==> src/rtl/hazard_scoreboard.sv <==
// In-order multi-issue RAW/WAW hazard scoreboard with a per-register latency countdown.
// Optional RAW stall performance counter is built when HAZARD_SB_PERF_EN is defined.
module hazard_scoreboard #(
  parameter int ISSUE_W = 2,
  parameter int LAT_W   = 3
) (
  input  logic                     clk,
  input  logic                     resetn,
  input  logic [ISSUE_W-1:0]       issue_valid,
  input  logic [5*ISSUE_W-1:0]     issue_rs,
  input  logic [5*ISSUE_W-1:0]     issue_rt,
  input  logic [ISSUE_W-1:0]       issue_read_rs,
  input  logic [ISSUE_W-1:0]       issue_read_rt,
  input  logic [5*ISSUE_W-1:0]     issue_rd,
  input  logic [ISSUE_W-1:0]       issue_wen,
  input  logic [LAT_W*ISSUE_W-1:0] issue_lat,
  input  logic                     pipe_stall,
  input  logic                     flush,
  output logic [ISSUE_W-1:0]       issue_accept,
  output logic [31:0]              busy_mask,
  output logic [31:0]              raw_stall_cycles
);

  logic [LAT_W-1:0] cnt     [32];
  logic [LAT_W-1:0] cnt_nxt [32];
  logic [4:0]       rs_a    [ISSUE_W];
  logic [4:0]       rt_a    [ISSUE_W];
  logic [4:0]       rd_a    [ISSUE_W];
  logic [LAT_W-1:0] lat_a   [ISSUE_W];
  logic [ISSUE_W-1:0] blocked;
  logic [ISSUE_W-1:0] ready;
  logic               prev_ok;

  always_comb begin
    for (int i = 0; i < ISSUE_W; i++) begin
      rs_a[i]  = issue_rs[5*i +: 5];
      rt_a[i]  = issue_rt[5*i +: 5];
      rd_a[i]  = issue_rd[5*i +: 5];
      lat_a[i] = issue_lat[LAT_W*i +: LAT_W];
    end
  end

  // An operand is blocked by a pending producer or by an older writer in the same bundle.
  always_comb begin
    blocked = '0;
    for (int i = 0; i < ISSUE_W; i++) begin
      if (issue_read_rs[i] && rs_a[i] != 5'd0 && cnt[rs_a[i]] != '0) blocked[i] = 1'b1;
      if (issue_read_rt[i] && rt_a[i] != 5'd0 && cnt[rt_a[i]] != '0) blocked[i] = 1'b1;
      for (int j = 0; j < i; j++) begin
        if (issue_valid[j] && issue_wen[j] && rd_a[j] != 5'd0) begin
          if (issue_read_rs[i] && rd_a[j] == rs_a[i]) blocked[i] = 1'b1;
          if (issue_read_rt[i] && rd_a[j] == rt_a[i]) blocked[i] = 1'b1;
        end
      end
    end
  end

  // A younger slot can only issue when every older slot issued, keeping order strict.
  always_comb begin
    ready        = '0;
    issue_accept = '0;
    prev_ok      = 1'b1;
    for (int i = 0; i < ISSUE_W; i++) begin
      ready[i]        = issue_valid[i] & ~blocked[i] & prev_ok;
      issue_accept[i] = ready[i] & ~pipe_stall & ~flush & resetn;
      prev_ok         = issue_accept[i];
    end
  end

  // Later slots overwrite earlier ones, so the highest accepted writer wins.
  always_comb begin
    for (int r = 0; r < 32; r++) cnt_nxt[r] = cnt[r];
    if (flush) begin
      for (int r = 0; r < 32; r++) cnt_nxt[r] = '0;
    end else if (!pipe_stall) begin
      for (int r = 1; r < 32; r++)
        cnt_nxt[r] = (cnt[r] != '0) ? cnt[r] - LAT_W'(1) : '0;
      for (int i = 0; i < ISSUE_W; i++) begin
        if (issue_accept[i] && issue_wen[i] && rd_a[i] != 5'd0 && lat_a[i] != '0)
          cnt_nxt[rd_a[i]] = lat_a[i];
      end
    end
    cnt_nxt[0] = '0;
  end

  always_ff @(posedge clk or negedge resetn) begin
    if (!resetn) begin
      for (int r = 0; r < 32; r++) cnt[r] <= '0;
    end else begin
      for (int r = 0; r < 32; r++) cnt[r] <= cnt_nxt[r];
    end
  end

  always_comb begin
    busy_mask = '0;
    for (int r = 1; r < 32; r++) busy_mask[r] = (cnt[r] != '0);
  end

`ifdef HAZARD_SB_PERF_EN
  logic [31:0] raw_cnt;

  // Counts cycles where the oldest slot is held back only by a RAW hazard.
  always_ff @(posedge clk or negedge resetn) begin
    if (!resetn) begin
      raw_cnt <= '0;
    end else if (issue_valid[0] && !ready[0] && !pipe_stall && !flush && raw_cnt != 32'hFFFF_FFFF) begin
      raw_cnt <= raw_cnt + 32'd1;
    end
  end

  assign raw_stall_cycles = raw_cnt;
`else
  assign raw_stall_cycles = '0;
`endif

endmodule

==> config.mk <==
export PLATFORM = sky130hd
export DESIGN_NAME = hazard_scoreboard
export DESIGN_NICKNAME = d
export VERILOG_FILES = /design/src/rtl/hazard_scoreboard.sv
export SDC_FILE = /design/constraint.sdc
export NUM_CORES = 1
export LEC_CHECK = 0
export BUFFER_PORTS_ARGS = -buffer_cell sky130_fd_sc_hd__buf_2
export CAP_MARGIN = 10
export CORE_ASPECT_RATIO = 1.4
export CORE_MARGIN = 5
export CORE_UTILIZATION = 29
export DETAILED_ROUTE_END_ITERATION = 16
export PLACE_DENSITY = 0.48
export SYNTH_ARGS = -nofsm -noshare
export SYNTH_HDL_FRONTEND = slang
export SYNTH_SLANG_ARGS = --single-unit
==> constraint.sdc <==
create_clock -name clk -period 3.5 [get_ports clk]
set_input_delay 0.525 -clock clk [delete_from_list [all_inputs] [get_ports clk]]
set_output_delay 0.525 -clock clk [all_outputs]
set_load 0.005 [all_outputs]
==> reports/qor.csv <==
stage;metric;value;unit
logic_synthesis;synthCells;1212;
logic_synthesis;syn_area;9565;sq um
worst_setup_path;rr_worst_depth;12;
pwr;power.density;256.9;nW/um^2
place;place.port_buffers;80;
floorplan;start_util;29.43;%
pwr;clock_power_share;40.0;%
pwr;p_switching;0.9613;mW
final_layout;fin_util;35.24;%
route;routed_via_density;5.587;
global_route;overflow;0;
route;wl;43.39;mm
route;via_count;9950;
floorplan;die-height;224.9;um
pwr;power_frac_seq;37.9;%
logic_synthesis;ys_seq_area_share;24.33;%
pwr;ir_drop;0.1951;mV
worst_setup_path;crit_type;flop to output pin;
floorplan;die-width;163.5;um
route;drc;0;
run_status;status;finished, final reports clean;
logic_synthesis;ys_types;77;
place;dpl.hpwl;32.22;mm
clocking;root_buffer;clkbuf_16;
timing;period_share;97.23;%
timing;worst_slew_pin_slew;0.9503;ns
clocking;cts_tree;done;
clocking;cts_buffer_depth;2;
global_route;grt_pass1_vias;9814;
worst_setup_path;cp.arrival;2.88;ns
global_route;track_usage;23.11;%
timing;fin_crit;3.403;ns
route;firstDrtPassIters;5;
timing;fin_skew;0.01990;ns
floorplan;rows;78;
final_layout;largest_reg_flops;93;
timing;setup_viol;0;
final_layout;largest-register;cnt;
logic_synthesis;avgSynthCellArea;7.892;sq um
final_layout;drive_gt1_share;21.85;%
worst_setup_path;end_kind;output pin;
worst_setup_path;worstReg2RegStart;cnt[70];
global_route;grt_pass1_wl;63.31;mm
final_layout;syn2layout_area_growth;19.74;%
worst_setup_path;start_kind;flop;
floorplan;io_pins;114;
logic_synthesis;ys.flop_type;dfrtp_1;
logic_synthesis;yosys_warnings;0;
worst_setup_path;critical_path.max_fanout;5;
global_route;grt_max_degree;73;
route;drt-initial-drc-count;870;
worst_setup_path;r2r_setup_slack;0.14;ns
timing;rsz0062_at_grt;no;
clocking;htree_levels;3;
global_route;antenna_found_initial;1;
worst_setup_path;reg2reg_to;cnt[23];
pwr;switching_share;32.67;%
logic_synthesis;synth_edf_count;0;
place;routabilityCongestion;0.9388;
route;ant_nets;0;
final_layout;final_nets;1446;
timing;layout_setup_ws;0.09691;ns
pwr;power.total;2.942;mW
logic_synthesis;async_flop_share;100.0;%
pwr;cellInternalPower;1.981;mW
pwr;combPwrFrac;22.2;%
worst_setup_path;cp.required;2.97;ns
pwr;p_leak;5.726;nW
timing;fmax;293.9;MHz
clocking;cts_num_sinks;93;
final_layout;top_regs;cnt x93;
clocking;clk_pin_slew;0.07;ns
clocking;post-cts-setup-buffers;0;
final_layout;fin_cells;1781;
floorplan;die_area;36770;sq um
worst_setup_path;crit_start;cnt[89];
final_layout;insertedDiodeCount;0;
clocking;numCtsBuffers;9;
timing;slew-limit-headroom;36.65;%
place;post-place-ws;-0.3859;ns
clocking;cts_hold_buf;0;
clocking;clock_latency;0.39;ns
job;max_cap_viol_count;0;
route;avgRoutedWirePerCell;24.36;um
timing;finalHoldViolCount;0;
timing;maxSlewViolCount;0;
worst_hold_path;hp-class;primary input to asynchronous set/reset pin;
floorplan;core;32500;sq um
timing;fin_hold_ws;0.1865;ns
logic_synthesis;synth_seq_cells;93;
place;place_inst;1765;
## power by group through the flow
stage               sequential (mW)  clock (mW)  combinational, mW
floorplan                      1.13           0              0.350
global placement               1.14           0              0.640
detailed placement             1.14           0              0.637
CTS                            1.11        1.19              0.640
global route                   1.12        1.23              0.695
finish                         1.11        1.18              0.653
## cells in the mapped netlist, types with 5 or more instances
master / instances / area, sq um
a2111oi_0: 6 / 52.55
a211oi_1: 16 / 120.1
a21o_1: 7 / 52.55
a21oi_1: 19 / 95.09
a221oi_1: 8 / 70.07
a22oi_1: 8 / 60.06
a31oi_1: 22 / 137.6
and2_1: 14 / 87.58
and3_1: 6 / 37.54
buf_2: 12 / 60.06
buf_4: 37 / 277.8
clkbuf_1: 67 / 251.5
dfrtp_1: 93 / 2327
ha_1: 62 / 775.7
inv_1: 112 / 420.4
mux2_2: 25 / 281.5
mux2i_1: 75 / 750.7
mux4_2: 10 / 225.2
nand2_1: 150 / 563.0
nand2b_1: 7 / 43.79
nand3_1: 9 / 45.04
nor2_1: 72 / 270.3
nor3_1: 61 / 305.3
nor4_1: 25 / 156.4
nor4b_1: 5 / 43.79
o211ai_1: 8 / 60.06
o21ai_0: 57 / 285.3
o21ai_1: 39 / 195.2
o221ai_1: 27 / 236.5
o2bb2a_1: 7 / 70.07
o31a_1: 14 / 122.6
o31ai_1: 10 / 75.07
o32ai_1: 8 / 70.07
or2_2: 15 / 93.84
or3_1: 6 / 37.54
or4_1: 6 / 45.04
xor2_1: 8 / 70.07
## cell families after synthesis
group / after synthesis / share of synthesized area [%]
compound gates: 297 / 21.74
xor+xnor: 10 / 0.9157
fa+ha+maj: 62 / 8.110
buf+inv: 234 / 10.87
flops: 93 / 24.33
mux: 110 / 13.15
other cells: 1 / 0.03920
simple gates: 405 / 20.85
## metrics by stage
step	instance area, sq um	TNS (ns)
global placement	11040	-6.379
global route	11450	0
finish	11450	0
floorplan	9686	0
CTS	11390	0
detailed placement	11040	-9.067
## worst max path at each step
| stage | to | slack, ns |
|---|---|---|
| final | issue_accept[1] | 0.1 |
| after detailed placement | cnt[23] | -0.39 |
| after global placement | cnt[23] | -0.34 |
| after CTS | issue_accept[1] | 0.001 |
| after floorplan | cnt[78] | 0.32 |
| after global routing | issue_accept[1] | 0.007 |
## critical path, cell delays in order (launching register included)
cell and delay [ns]:
dfrtp_1 0.39, buf_4 0.16, or3_4 0.43, and3_1 0.20
o311a_1 0.29, a32oi_1 0.18, nand4_1 0.23, nor4_4 0.26
buf_4 0.20, buf_4 0.14
## per-layer routing
layer / wire, um / track usage [%]
met1: 16880 / 27.64
met2: 21570 / 40.75
met3: 2691 / 3.111
met4: 2247 / 10.91
met5: 0 / 0
## layout make-up
class / instances / area, sq um
Timing Repair Buffer: 202 / 1409
Clock inverter: 4 / 77.57
Inverter: 113 / 424.2
Sequential cell: 93 / 2327
Tap cell: 440 / 550.5
Clock buffer: 12 / 256.5
Multi-Input combinational cell: 917 / 6409
Fill cell: 3497 / 21050
## cells in the final DEF (no fill, tap or decap), types with 15 or more instances in the layout
cell type	netlist	routed
o21ai_1	39	39
buf_4	37	117
dfrtp_1	93	93
or2_2	15	15
buf_2	12	78
a211oi_1	16	16
nand2_1	150	150
inv_1	112	112
mux2i_1	75	75
a21oi_1	19	19
ha_1	62	62
mux2_2	25	25
o221ai_1	27	27
conb_1	1	33
nor3_1	61	58
a31oi_1	22	22
o21ai_0	57	55
nor4_1	25	22
nor2_1	72	70
## repair_timing
action | 4_1_cts | 5_1_grt
pin swaps | 2 | 2
gates resized for setup | 4 | 15
setup endpoints to repair | 6 | 32
Power figures use the tool's default switching activity.
